<file path="src/rtl/rf_write_queue.sv">
// rtl/rf_write_queue.sv - in-order register-file write queue with ALU/load producers and bypass lookup
// Optional high-water mark (HWM/HWM_CLR) built when RF_WRITE_QUEUE_WATERMARK_EN is defined.
module rf_write_queue #(
  parameter int addWidth  = 5,
  parameter int dataWidth = 32,
  parameter int DEPTH     = 4
) (
  input  logic                       CLK,
  input  logic                       RST,
  input  logic                       A_VLD,
  input  logic [addWidth-1:0]        A_ADDR,
  input  logic [dataWidth-1:0]       A_DATA,
  output logic                       A_RDY,
  input  logic                       M_VLD,
  input  logic [addWidth-1:0]        M_ADDR,
  input  logic [dataWidth-1:0]       M_DATA,
  output logic                       M_RDY,
  input  logic                       DRAIN,
  output logic                       WE3,
  output logic [addWidth-1:0]        A3,
  output logic [dataWidth-1:0]       WD3,
  input  logic [addWidth-1:0]        BYP_ADDR,
  output logic                       BYP_HIT,
  output logic [dataWidth-1:0]       BYP_DATA,
`ifdef RF_WRITE_QUEUE_WATERMARK_EN
  input  logic                       HWM_CLR,
  output logic [$clog2(DEPTH):0]     HWM,
`endif
  output logic [$clog2(DEPTH):0]     COUNT
);

  localparam int PW = $clog2(DEPTH);
  localparam int CW = PW + 1;
  localparam logic [CW-1:0] C_FULL  = CW'(DEPTH);
  localparam logic [CW-1:0] C_FULL1 = CW'(DEPTH - 1);

  logic [addWidth-1:0]  r_addr [DEPTH];
  logic [dataWidth-1:0] r_data [DEPTH];
  logic [PW-1:0]        r_rd_ptr;
  logic [PW-1:0]        r_wr_ptr;
  logic [CW-1:0]        r_count;

  logic                 w_a_store;
  logic                 w_m_store;
  logic                 w_pop;
  logic [PW-1:0]        w_m_ptr;
  logic [CW-1:0]        w_count_next;

  // Readiness depends on registered occupancy only; M reserves a slot so both can land together.
  assign A_RDY = (r_count < C_FULL);
  assign M_RDY = (r_count < C_FULL1);

  // Address-0 writes complete the handshake but are never stored.
  assign w_a_store = A_VLD && A_RDY && (A_ADDR != '0);
  assign w_m_store = M_VLD && M_RDY && (M_ADDR != '0);
  assign w_m_ptr   = r_wr_ptr + PW'(w_a_store);

  assign w_pop = DRAIN && (r_count != '0);
  assign WE3   = w_pop;
  assign A3    = r_addr[r_rd_ptr];
  assign WD3   = r_data[r_rd_ptr];
  assign COUNT = r_count;

  assign w_count_next = r_count + CW'(w_a_store) + CW'(w_m_store) - CW'(w_pop);

  always_ff @(posedge CLK) begin
    if (w_a_store) begin
      r_addr[r_wr_ptr] <= A_ADDR;
      r_data[r_wr_ptr] <= A_DATA;
    end
    if (w_m_store) begin
      r_addr[w_m_ptr] <= M_ADDR;
      r_data[w_m_ptr] <= M_DATA;
    end
  end

  always_ff @(posedge CLK) begin
    if (RST) begin
      r_rd_ptr <= '0;
      r_wr_ptr <= '0;
      r_count  <= '0;
    end else begin
      r_rd_ptr <= r_rd_ptr + PW'(w_pop);
      r_wr_ptr <= r_wr_ptr + PW'(w_a_store) + PW'(w_m_store);
      r_count  <= w_count_next;
    end
  end

  // Walk oldest to youngest so the last match left standing is the youngest.
  always_comb begin
    BYP_HIT  = 1'b0;
    BYP_DATA = '0;
    for (int i = 0; i < DEPTH; i++) begin
      if ((CW'(i) < r_count) && (BYP_ADDR != '0) &&
          (r_addr[r_rd_ptr + PW'(i)] == BYP_ADDR)) begin
        BYP_HIT  = 1'b1;
        BYP_DATA = r_data[r_rd_ptr + PW'(i)];
      end
    end
  end

`ifdef RF_WRITE_QUEUE_WATERMARK_EN
  logic [CW-1:0] r_hwm;

  always_ff @(posedge CLK) begin
    if (RST) begin
      r_hwm <= '0;
    end else if (HWM_CLR) begin
      r_hwm <= r_count;
    end else if (r_count > r_hwm) begin
      r_hwm <= r_count;
    end
  end

  assign HWM = r_hwm;
`endif

endmodule

</file>
<file path="config.mk">
export PLATFORM = sky130hd
export DESIGN_NAME = rf_write_queue
export DESIGN_NICKNAME = d
export VERILOG_FILES = /design/src/rtl/rf_write_queue.sv
export SDC_FILE = /design/constraint.sdc
export NUM_CORES = 1
export LEC_CHECK = 0
export CORE_MARGIN = 2
export CORE_UTILIZATION = 40
export CTS_BUF_LIST = sky130_fd_sc_hd__clkbuf_8
export DETAILED_ROUTE_END_ITERATION = 8
export PLACE_DENSITY = 0.58
export SYNTH_ARGS = -nofsm -noshare
export SYNTH_HDL_FRONTEND = slang
export SYNTH_SLANG_ARGS = --single-unit
</file>
<file path="constraint.sdc">
create_clock -name CLK -period 6.5 [get_ports CLK]
set_clock_uncertainty 0.2 [all_clocks]
set_input_delay 1.3 -clock CLK [delete_from_list [all_inputs] [get_ports CLK]]
set_output_delay 1.3 -clock CLK [all_outputs]
set_load 0.02 [all_outputs]
</file>
==> summary.md <==
| Metric | Value |
|---|---|
| Worst hold start | `COUNT[1]$_SDFF_PP0_` |
| P per Cell Area | `about 440 nW/µm²` |
| Fin Hold WS | `0.6074 ns` |
| Total routed wirelength | `34010 µm` |
| DRC viols | `0` |
| Mapped Cells | `between 1000 and 1500` |
| CP bufs+invs | `4` |
| Rows | `63` |
| Post-route ant nets | `0` |
| CTS tree | `built` |
| # H-tree levels | `4` |
| N_diodes | `0` |
| Total setup buffers inserted after CTS | `0` |
| Later-pin clock latency in the skew report | `0.46 ns` |
| Critical path's most frequent cell | `clkdlybuf4s50_1` |
| Post-cts resize count | `0` |
| Logic pwr share | `59.1%` |
| Crit end category | `output port` |
| Port Buffers | `159` |
| Switching share of power | `42.29%` |
| Max frequency | `approximately 0.16 GHz` |
| Critical Path RT | `around 5.0 ns` |
| Crit path kind | `in -> out` |
| Num CTS Buffers | `17` |
| Synth Area in Adders | `less than 1%` |
| Clk network pwr share | `between 10% and 20%` |
| Routed met1 length | `15720 µm` |
| Post-Synth Simple-Gate Area | `7.781%` |
| R2R setup slack | `3.54 ns` |
| R2R Path Start | `COUNT[2]$_SDFF_PP0_` |
| Top cells by area, synth | `edfxtp_1 (37%), mux2_2 (20%), mux2i_1 (12%)` |
| Cell count of the worst reg-to-reg path | `6` |
| Synth area leader | `edfxtp_1` |
| Post-synth top area share | `36.85%` |
| Final setup viols | `0` |
| Width of the die | `roughly 180 µm` |
| XOR/XNOR share of the synthesized area | `2.033%` |
| Post-route insts no fill | `1544` |
| Initial Utilization | `about two fifths` |
| Net count, final | `about 1200` |
| Crit start category | `input port` |
| Vert. Die Dim | `177.6 µm` |
| Clk sinks | `155` |
| Sequential share of power | `27.5%` |
| Max-Cap Viols | `0` |
| Cell Int Power | `3.632 mW` |
| Met2 WL | `16150 µm` |
| Fin. Hold Viols | `0` |
| Placed Instances | `1512` |
| Crit-path slowest cell | `clkdlybuf4s50_1` |
| Congestion Overflow GR | `0` |
| Top Layer Used | `met4` |
| Post-Syn Nets | `roughly 1100` |
| Layout cells sized above 1 | `between 20% and 30%` |
| Gr usage total | `21.61%` |
| Number of global-route vias before repair | `slightly above 9000` |
| Seq/Total Area, Yosys | `38.01%` |
| Minimum clock period | `6.238 ns` |
| Slew Viols, Final | `0` |
| Portion of netlist area occupied by mux cells | `between 30% and 40%` |
| Max_slew headroom | `24.32%` |
| Ys async rst share | `0%` |
| Die area | `31560 µm²` |
| First-pass GRT wire length | `52190 µm` |
| Hold crit path type | `reg -> reg` |
| Main synth FF type | `edfxtp_1` |
| Worst vdd ir | `0.2613 mV` |
| Post-route cell area | `14450 µm²` |
| Period utilization | `a little over nine tenths` |
| Post-DR wirelength/cell | `22.03 µm` |
| Core area | `29640 µm²` |
| Hold Path End | `COUNT[1]$_SDFF_PP0_` |
| Reg2reg end | `r_data[2][10]$_DFFE_PP_` |
| Routed vias/inst | `5.875` |
| P&R area growth vs syn | `19.78%` |
| Placed cell areas | `14000 µm²` |
| Status | `finished clean` |
| Critical Path Fanout Max | `35` |
| Setup tns final | `0 ns` |
| Fillers | `2693` |
| Main combinational cell family by area after synthesis | `multiplexers` |
| Critical Path AT | `4.74 ns` |
| Mean post-synth cell area | `11.60 µm²` |
| Hold Path Depth | `3` |
| WL met3 | `1623 µm` |
| Via count | `9071` |
| Total iterations of the first detailed-routing run | `6` |
| Top delay family on crit path | `buffers and inverters` |
| Largest net degree at the start of global routing | `101` |
| Worst-path clk slew | `0.09 ns` |
| Synth warn | `0` |
| Hold Buf Count CTS | `0` |
| Unrepaired setup endpoints after global routing | `false` |
| Initial detailed-routing violation count | `707` |
| Netlist Area Pre-Place | `12060 µm²` |
| CTS max path bufs | `2` |
| Count leader, synth | `mux2_2` |
| LEAKAGE | `approximately 4.5 nW` |
| Post-synthesis compound-gate area fraction | `12.84%` |
| Initial antenna violation count | `0` |
| Synth cell count leaders | `mux2_2 (212), edfxtp_1 (148), mux2i_1 (140)` |
| DP HPWL | `approximately 21000 µm` |
| P_sw | `about 2.7 mW` |
| Worst path max stage delay | `0.69 ns` |
| CP Cell Sequence | `clkdlybuf4s50_1 > nor4_1 > a21oi_1 > nand2_2 > buf_4 > or2_2 > buf_12 > a31oi_1 > o32ai_1 > clkdlybuf4s50_1` |
| Number of flops mapped to enable cells by yosys | `approximately 150` |
| Root buffer cell | `clkbuf_8` |
| # IOs | `160` |
| GPL Wtd Cong | `around 0.83` |
| Synth cell types | `46` |
| Synthesis-stage register bit count | `155` |
| Actual slew at the worst max-slew pin | `1.135 ns` |
## metal layers
metal / vias to the layer above / GRT usage, %
met3: 41 / 2.999
met4: 0 / 5.772
met2: 289 / 35.89
li1: 4249 / -
met5: - / 0
met1: 4492 / 29.53
## per-stage QoR
step,setup WS (ns),utilization (%),power (mW)
2_1_floorplan,1.505,-,4.171
3_3_place_gp,0.3474,47.24,5.459
3_5_place_dp,0.2753,47.24,5.479
4_1_cts,0.2705,48.74,6.331
5_1_grt,0.07207,48.74,6.663
6_report,0.2617,48.74,6.293
## worst register-to-register path, cell delays in order, from the launching register on
cell and delay [ns]:
dfxtp_1 0.35, inv_1 0.18, o311a_1 0.32, ha_1 0.35, nor3_2 0.24, buf_4 0.64
mux2_2 0.42
## power by group through the flow
stage	sequential [mW]	combinational [mW]	clock (mW)
floorplan	1.70	2.47	0
global placement	1.74	3.72	0
detailed placement	1.75	3.72	0
CTS	1.73	3.74	0.859
global route	1.77	4.00	0.892
finish	1.73	3.72	0.842
## cell families after synthesis
family	count (synthesis)
AND/OR/NAND/NOR	194
AO/OA/AOI/OAI	177
buffers and inverters	112
XOR/XNOR	28
adder cells (fa/ha/maj)	8
flip-flops	155
multiplexers	366
## final cells by class
cell class | count | area (µm²) | area share [%]
multi-input combinational | 773 | 7043 | 48.75
clock buffer | 17 | 234.0 | 1.620
sequential | 155 | 4592 | 31.79
inverter | 10 | 40.04 | 0.2772
timing repair buffer | 184 | 1839 | 12.73
clock inverter | 15 | 210.2 | 1.455
tap | 390 | 488.0 | 3.378
## worst max-delay path by stage
stage | from | end | slack, ns | cells after the start
after global placement | BYP_ADDR[2] | BYP_DATA[31] | 0.35 | 10
after global routing | BYP_ADDR[2] | BYP_DATA[31] | 0.07 | 10
after floorplan | A_ADDR[2] | r_addr[1][0]$_DFFE_PP_ | 1.51 | 4
after detailed placement | BYP_ADDR[2] | BYP_DATA[31] | 0.28 | 10
after CTS | BYP_ADDR[2] | BYP_DATA[31] | 0.27 | 10
final | BYP_ADDR[2] | BYP_DATA[31] | 0.26 | 10
## placed cells by master, fill, tap and decap left out, types with 3 or more instances in the layout
cell and instances:
clkbuf_8 17, nor2b_1 3, mux4_1 5, nand3_1 3
clkdlybuf4s50_1 158, mux2i_1 140, mux2_2 212, inv_1 9
dfxtp_1 5, inv_6 4, mux4_2 9, or3_1 35
nor3_1 4, and2_1 32, a31oi_1 32, o31ai_1 32
edfxtp_1 148, nand2_1 66, o32ai_2 30, buf_4 21
buf_12 5, bufinv_16 4, xor2_1 4, ha_1 6
xnor2_1 24, o311a_1 33, a21oi_1 36, nor2_1 37
## state kept, by name, indices dropped and copies added, names as in the netlist
signal	count
COUNT	3
r_wr_ptr	2
r_addr	20
r_rd_ptr	2
r_data	128
No activity file was read; power rests on OpenSTA's default activity.
==> variant 1, RTL diff (same settings) <==
Register the output `COUNT` once more, with the module's reset; this adds one clock of latency there. The other outputs are not delayed to match.
--- a/src/rtl/rf_write_queue.sv
+++ b/src/rtl/rf_write_queue.sv
@@ -59,7 +59,13 @@
   assign WE3   = w_pop;
   assign A3    = r_addr[r_rd_ptr];
   assign WD3   = r_data[r_rd_ptr];
-  assign COUNT = r_count;
+  always_ff @(posedge CLK) begin
+    if (RST) begin
+      COUNT <= '0;
+    end else begin
+      COUNT <= r_count;
+    end
+  end
 
   assign w_count_next = r_count + CW'(w_a_store) + CW'(w_m_store) - CW'(w_pop);
 
Check against the original RTL: not equivalent (Yosys sat finds a counterexample within 4 cycles, from zero or initial values and one cycle with RST high).
==> variant 1 against the unedited design <==
- sequential share of layout area down 1.1 points
- worst setup slack better by 0.015 ns
- fmax up 0.24%
- area after synthesis up 6.9%
- cell area up 5.0%
- core utilization down 0.79 points
- first-iteration DRC count up 32%
- wire length up 14%
- sequential power up 5%
- combinational power up 3%
- count of clock-buffer cells in the layout unchanged
- sequential cell count up 3
- register-to-register slack worse by 0.33 ns
- total power up 1.3%
- critical endpoint unchanged
- largest power group unchanged
- highest routed layer is now met5
==> variant 1: results (changes against the unedited design) <==
.. list-table::
   :header-rows: 1

   * - Metric
     - Value
   * - Outcome
     - complete, no violations
   * - Pre-CTS WS
     - 0.350 ns (+0.0743 ns)
   * - Global-route wire length before repair
     - 59300 µm (+14%)
   * - Depth of the worst hold-timing path
     - 2 (-1)
   * - Maximum net fanout on the critical path
     - 32 (-8.6%)
   * - Share of synthesized area spent on multiplexers
     - 0.288 (-0.0534)
   * - Combinational group power
     - 3.83 mW (+3%)
   * - Iter 0 DRT Violations
     - 935 (+32%)
   * - RePlAce Congestion
     - 0.805 (-2.7%)
   * - Met2 wirelength from detailed routing
     - 18200 µm (+13%)
   * - Share of total power in the clock network
     - 0.114 (-0.020)
   * - Switching share of total power
     - 0.456 (+0.0335)
   * - Non-clock buffering overhead
     - 0.127 (-0.000306)
   * - Top routing layer in use
     - met5
   * - Worst setup path startpoint
     - BYP_ADDR[3]
   * - Net count after synthesis
     - 1207 (+6.6%)
   * - Total met3 wirelength after detailed routing
     - 2560 µm (+58%)
   * - Measured slew at the worst slew-check pin
     - 0.949 ns (-0.186 ns)
   * - # fillers
     - 2886 (+7.2%)
   * - Count of non-CTS inverters in the layout
     - 41 (+31)
   * - N_diodes
     - 1 (+1)
   * - Compound-Gate Fraction of Synth Area
     - 0.232 (+0.104)
   * - Largest net degree at the start of global routing
     - 72 (-29%)
   * - XOR/XNOR Fraction of Synth Area
     - 0.0195 (-0.000825)
   * - Register share of total power
     - 0.285 (+0.010)
   * - Placement Cell Area
     - 14800 µm² (+5.7%)
   * - Number of nets in the layout
     - 1290 (+4.6%)
   * - Worst r2r path cells
     - 7 (+1)
   * - FF-to-FF End
     - r_data[0][17]
   * - Detailed Routing Iterations Pass 1
     - 5 (-1)
   * - Wire length reported by the detailed router
     - 38800 µm (+14%)
   * - HPWL Detailed
     - 24200 µm (+15%)
   * - Arrival time of data at the critical path endpoint
     - 4.72 ns (-0.02 ns)
   * - Slowest Stage Delay on Critical Path
     - 0.72 ns (+0.03 ns)
   * - Global router's overall resource usage
     - 0.229 (+0.0130)
   * - Later-pin clock latency in the skew report
     - 0.48 ns (+0.02 ns)
   * - Detailed-routing wirelength on met1
     - 17300 µm (+10%)
   * - Peak VDD IR
     - 0.307 mV (+17%)
   * - Placed insts
     - 1581 (+4.6%)
   * - Share of cells above drive strength 1
     - 0.268 (-0.0149)
   * - Post-route non-filler standard cell count
     - 1614 (+4.5%)
   * - Met3 demand-to-capacity share in global routing
     - 0.0481 (+0.0181)
   * - Synth top cells by count
     - sky130_fd_sc_hd__mux2_2 (183), sky130_fd_sc_hd__edfxtp_1 (148), sky130_fd_sc_hd__mux2i_1 (145)
-- variant 1: cell count changes in the layout (fill, tap and decap cells not counted), moves of 30 or more --
cell                        unedited run  this run
sky130_fd_sc_hd__a211oi_1              0        86
sky130_fd_sc_hd__a21boi_0              0        31
sky130_fd_sc_hd__a21oi_1              36         4
sky130_fd_sc_hd__a311oi_1              0        64
sky130_fd_sc_hd__a31oi_1              32         0
sky130_fd_sc_hd__and2_1               32         2
sky130_fd_sc_hd__inv_1                 9        41
sky130_fd_sc_hd__o2111ai_1             1        31
sky130_fd_sc_hd__o211ai_1              1        32
sky130_fd_sc_hd__o311a_1              33         1
sky130_fd_sc_hd__o311ai_0              0        31
sky130_fd_sc_hd__o31ai_1              32         0
sky130_fd_sc_hd__or3_1                35         4
==> variant 2, RTL diff (same settings) <==
Made on the original files. `dataWidth`: 32 -> 48.
--- a/src/rtl/rf_write_queue.sv
+++ b/src/rtl/rf_write_queue.sv
@@ -2,7 +2,7 @@
 // Optional high-water mark (HWM/HWM_CLR) built when RF_WRITE_QUEUE_WATERMARK_EN is defined.
 module rf_write_queue #(
   parameter int addWidth  = 5,
-  parameter int dataWidth = 32,
+  parameter int dataWidth = 48,
   parameter int DEPTH     = 4
 ) (
   input  logic                       CLK,
Interface: changed (resized A_DATA, BYP_DATA, M_DATA and WD3); port bits go from 160 to 224. The function was not compared with the original's and may differ.
==> variant 2 against the unedited design <==
- cell area is 43% higher
- register-to-register slack lost 0.42 ns
- total power rose by 45%
- area after synthesis up 41%
- first-iteration DRC count rose by 21%
- cell count increased by 42%
- via count is 44% higher
- worst setup slack lost 0.050 ns
- wire length up 50%
- sequential cell count is 64 higher
- critical path type unchanged
- critical endpoint is now BYP_DATA[38]
==> variant 2: results (changes against the unedited design) <==
.. list-table::
   :header-rows: 1

   * - Metric
     - Value
   * - Number of buffers between clock root and the deepest sink
     - 3 (+1)
   * - Top area cells in the synthesized netlist
     - sky130_fd_sc_hd__edfxtp_1 (37%), sky130_fd_sc_hd__mux2_2 (24%), sky130_fd_sc_hd__mux2i_1 (9.2%), sky130_fd_sc_hd__a311oi_1 (3.9%), sky130_fd_sc_hd__nand2_1 (2.2%)
   * - Largest net degree at the start of global routing
     - 125 (+24%)
   * - Detailed Routing Iterations Pass 1
     - 5 (-1)
   * - Outcome
     - complete, no violations
   * - Synth top cells by count
     - sky130_fd_sc_hd__mux2_2 (357), sky130_fd_sc_hd__edfxtp_1 (212), sky130_fd_sc_hd__mux2i_1 (156)
   * - Total of hold buffers inserted after clock tree synthesis
     - 0 (unchanged)
   * - Worst r2r path cells
     - 8 (+2)
   * - Clock-pin slew on the worst setup and hold paths
     - 0.06 ns (-0.03 ns)
   * - Later-pin clock latency in the skew report
     - 0.58 ns (+0.12 ns)
   * - Number of antenna violations at the first check in global routing
     - 6 (+6)
   * - Register share of total power
     - 0.268 (-0.007)
   * - Worst Hold Endpoint
     - COUNT[0]
   * - Maximum net fanout on the critical path
     - 42 (+20%)
   * - RePlAce Congestion
     - 0.820 (-0.87%)
   * - Post-synth EDFFs
     - 212 (+43%)
   * - R2r setup slk
     - 3.12 ns (-0.42 ns)
   * - Hold Startpoint
     - COUNT[0]
   * - HPWL Detailed
     - 31100 µm (+47%)
   * - Global-route wire length before repair
     - 77400 µm (+48%)
   * - Clock buffers created by TritonCTS
     - 43 (+26)
   * - Least setup slack across all paths after layout
     - 0.212 ns (-0.0499 ns)
   * - Share of cells above drive strength 1
     - 0.314 (+0.0315)
   * - Global router's overall resource usage
     - 0.227 (+0.0104)
   * - Number of nets in the layout
     - 1749 (+42%)
   * - H-tree Lvls
     - 2 (-2)
   * - Via count
     - 13100 (+44%)
   * - Placement Cell Area
     - 19800 µm² (+41%)
   * - Synth unique cells
     - 45 (-2.2%)
   * - Switching share of total power
     - 0.419 (-0.00395)
   * - Static Leak
     - 6.54 nW (+45%)
   * - Worst slew margin relative to its limit
     - 0.271 (+0.0275)
   * - Total of buffers placed on input and output ports
     - 223 (+40%)
   * - Synthesis-to-finish area growth
     - 21.3%
   * - # fillers
     - 3770 (+40%)
   * - Worst setup path startpoint
     - BYP_ADDR[4]
   * - FF-to-FF End
     - r_data[2][28]
   * - Peak VDD IR
     - 0.295 mV (+13%)
   * - Share of total power in the clock network
     - 0.161 (+0.027)
   * - Pre-CTS WS
     - 0.242 ns (-0.0328 ns)
   * - Capturing element of the worst setup path
     - BYP_DATA[38]
   * - Net count after synthesis
     - 1588 (+40%)
==> variant 2: cell types whose count changed after synthesis, moves of 24 or more <==
cell                       before  now
sky130_fd_sc_hd__nand2_1       68   99
sky130_fd_sc_hd__nor3b_1        0   48
sky130_fd_sc_hd__o311a_1       33    0
sky130_fd_sc_hd__edfxtp_1     148  212
sky130_fd_sc_hd__a311oi_1       0   75
sky130_fd_sc_hd__o31ai_1       32    1
sky130_fd_sc_hd__a31oi_1       32    1
sky130_fd_sc_hd__or3_1         35    0
sky130_fd_sc_hd__clkbuf_1      62   88
sky130_fd_sc_hd__o32ai_1        2   26
sky130_fd_sc_hd__mux2_2       212  357
sky130_fd_sc_hd__nor3_1         6   51
==> variant 2: logic make-up after synthesis <==
family,share of synthesized area
buf+inv,0.0440
fa+ha+maj,0.00676
xor+xnor,0.0134
flops,0.382
compound gates,0.114
simple gates,0.0950
mux,0.345
==> variant 2: stage by stage <==
step / hold WS [ns] / power, mW / std cells
6_report: 0.531 / 9.15 / 2200
5_1_grt: 0.627 / 9.68 / 2200
4_1_cts: 0.537 / 9.21 / 2198
3_5_place_dp: 0.527 / 7.71 / 2119
3_3_place_gp: 0.531 / 7.64 / 2119
2_1_floorplan: 0.348 / 5.80 / 1464
==> variant 2: area by class of cell <==
type	count	area share
flip-flops and latches	219	0.315
well taps	539	0.0327
diodes	2	0.000242
repair buffers	260	0.128
clock inverters	34	0.0132
multi-input cells	1092	0.478
inverters	9	0.00188
clock buffers	45	0.0300
==> variant 2: routing by layer <==
metal	routed length, µm	part of all wire	global-route usage	vias up
met2	24400	0.48	0.376	442
met5	52	0.0010	0	-
li1	-	-	-	6048
met3	3320	0.065	0.0466	85
met4	1220	0.024	0.0761	8
met1	22000	0.43	0.295	6518
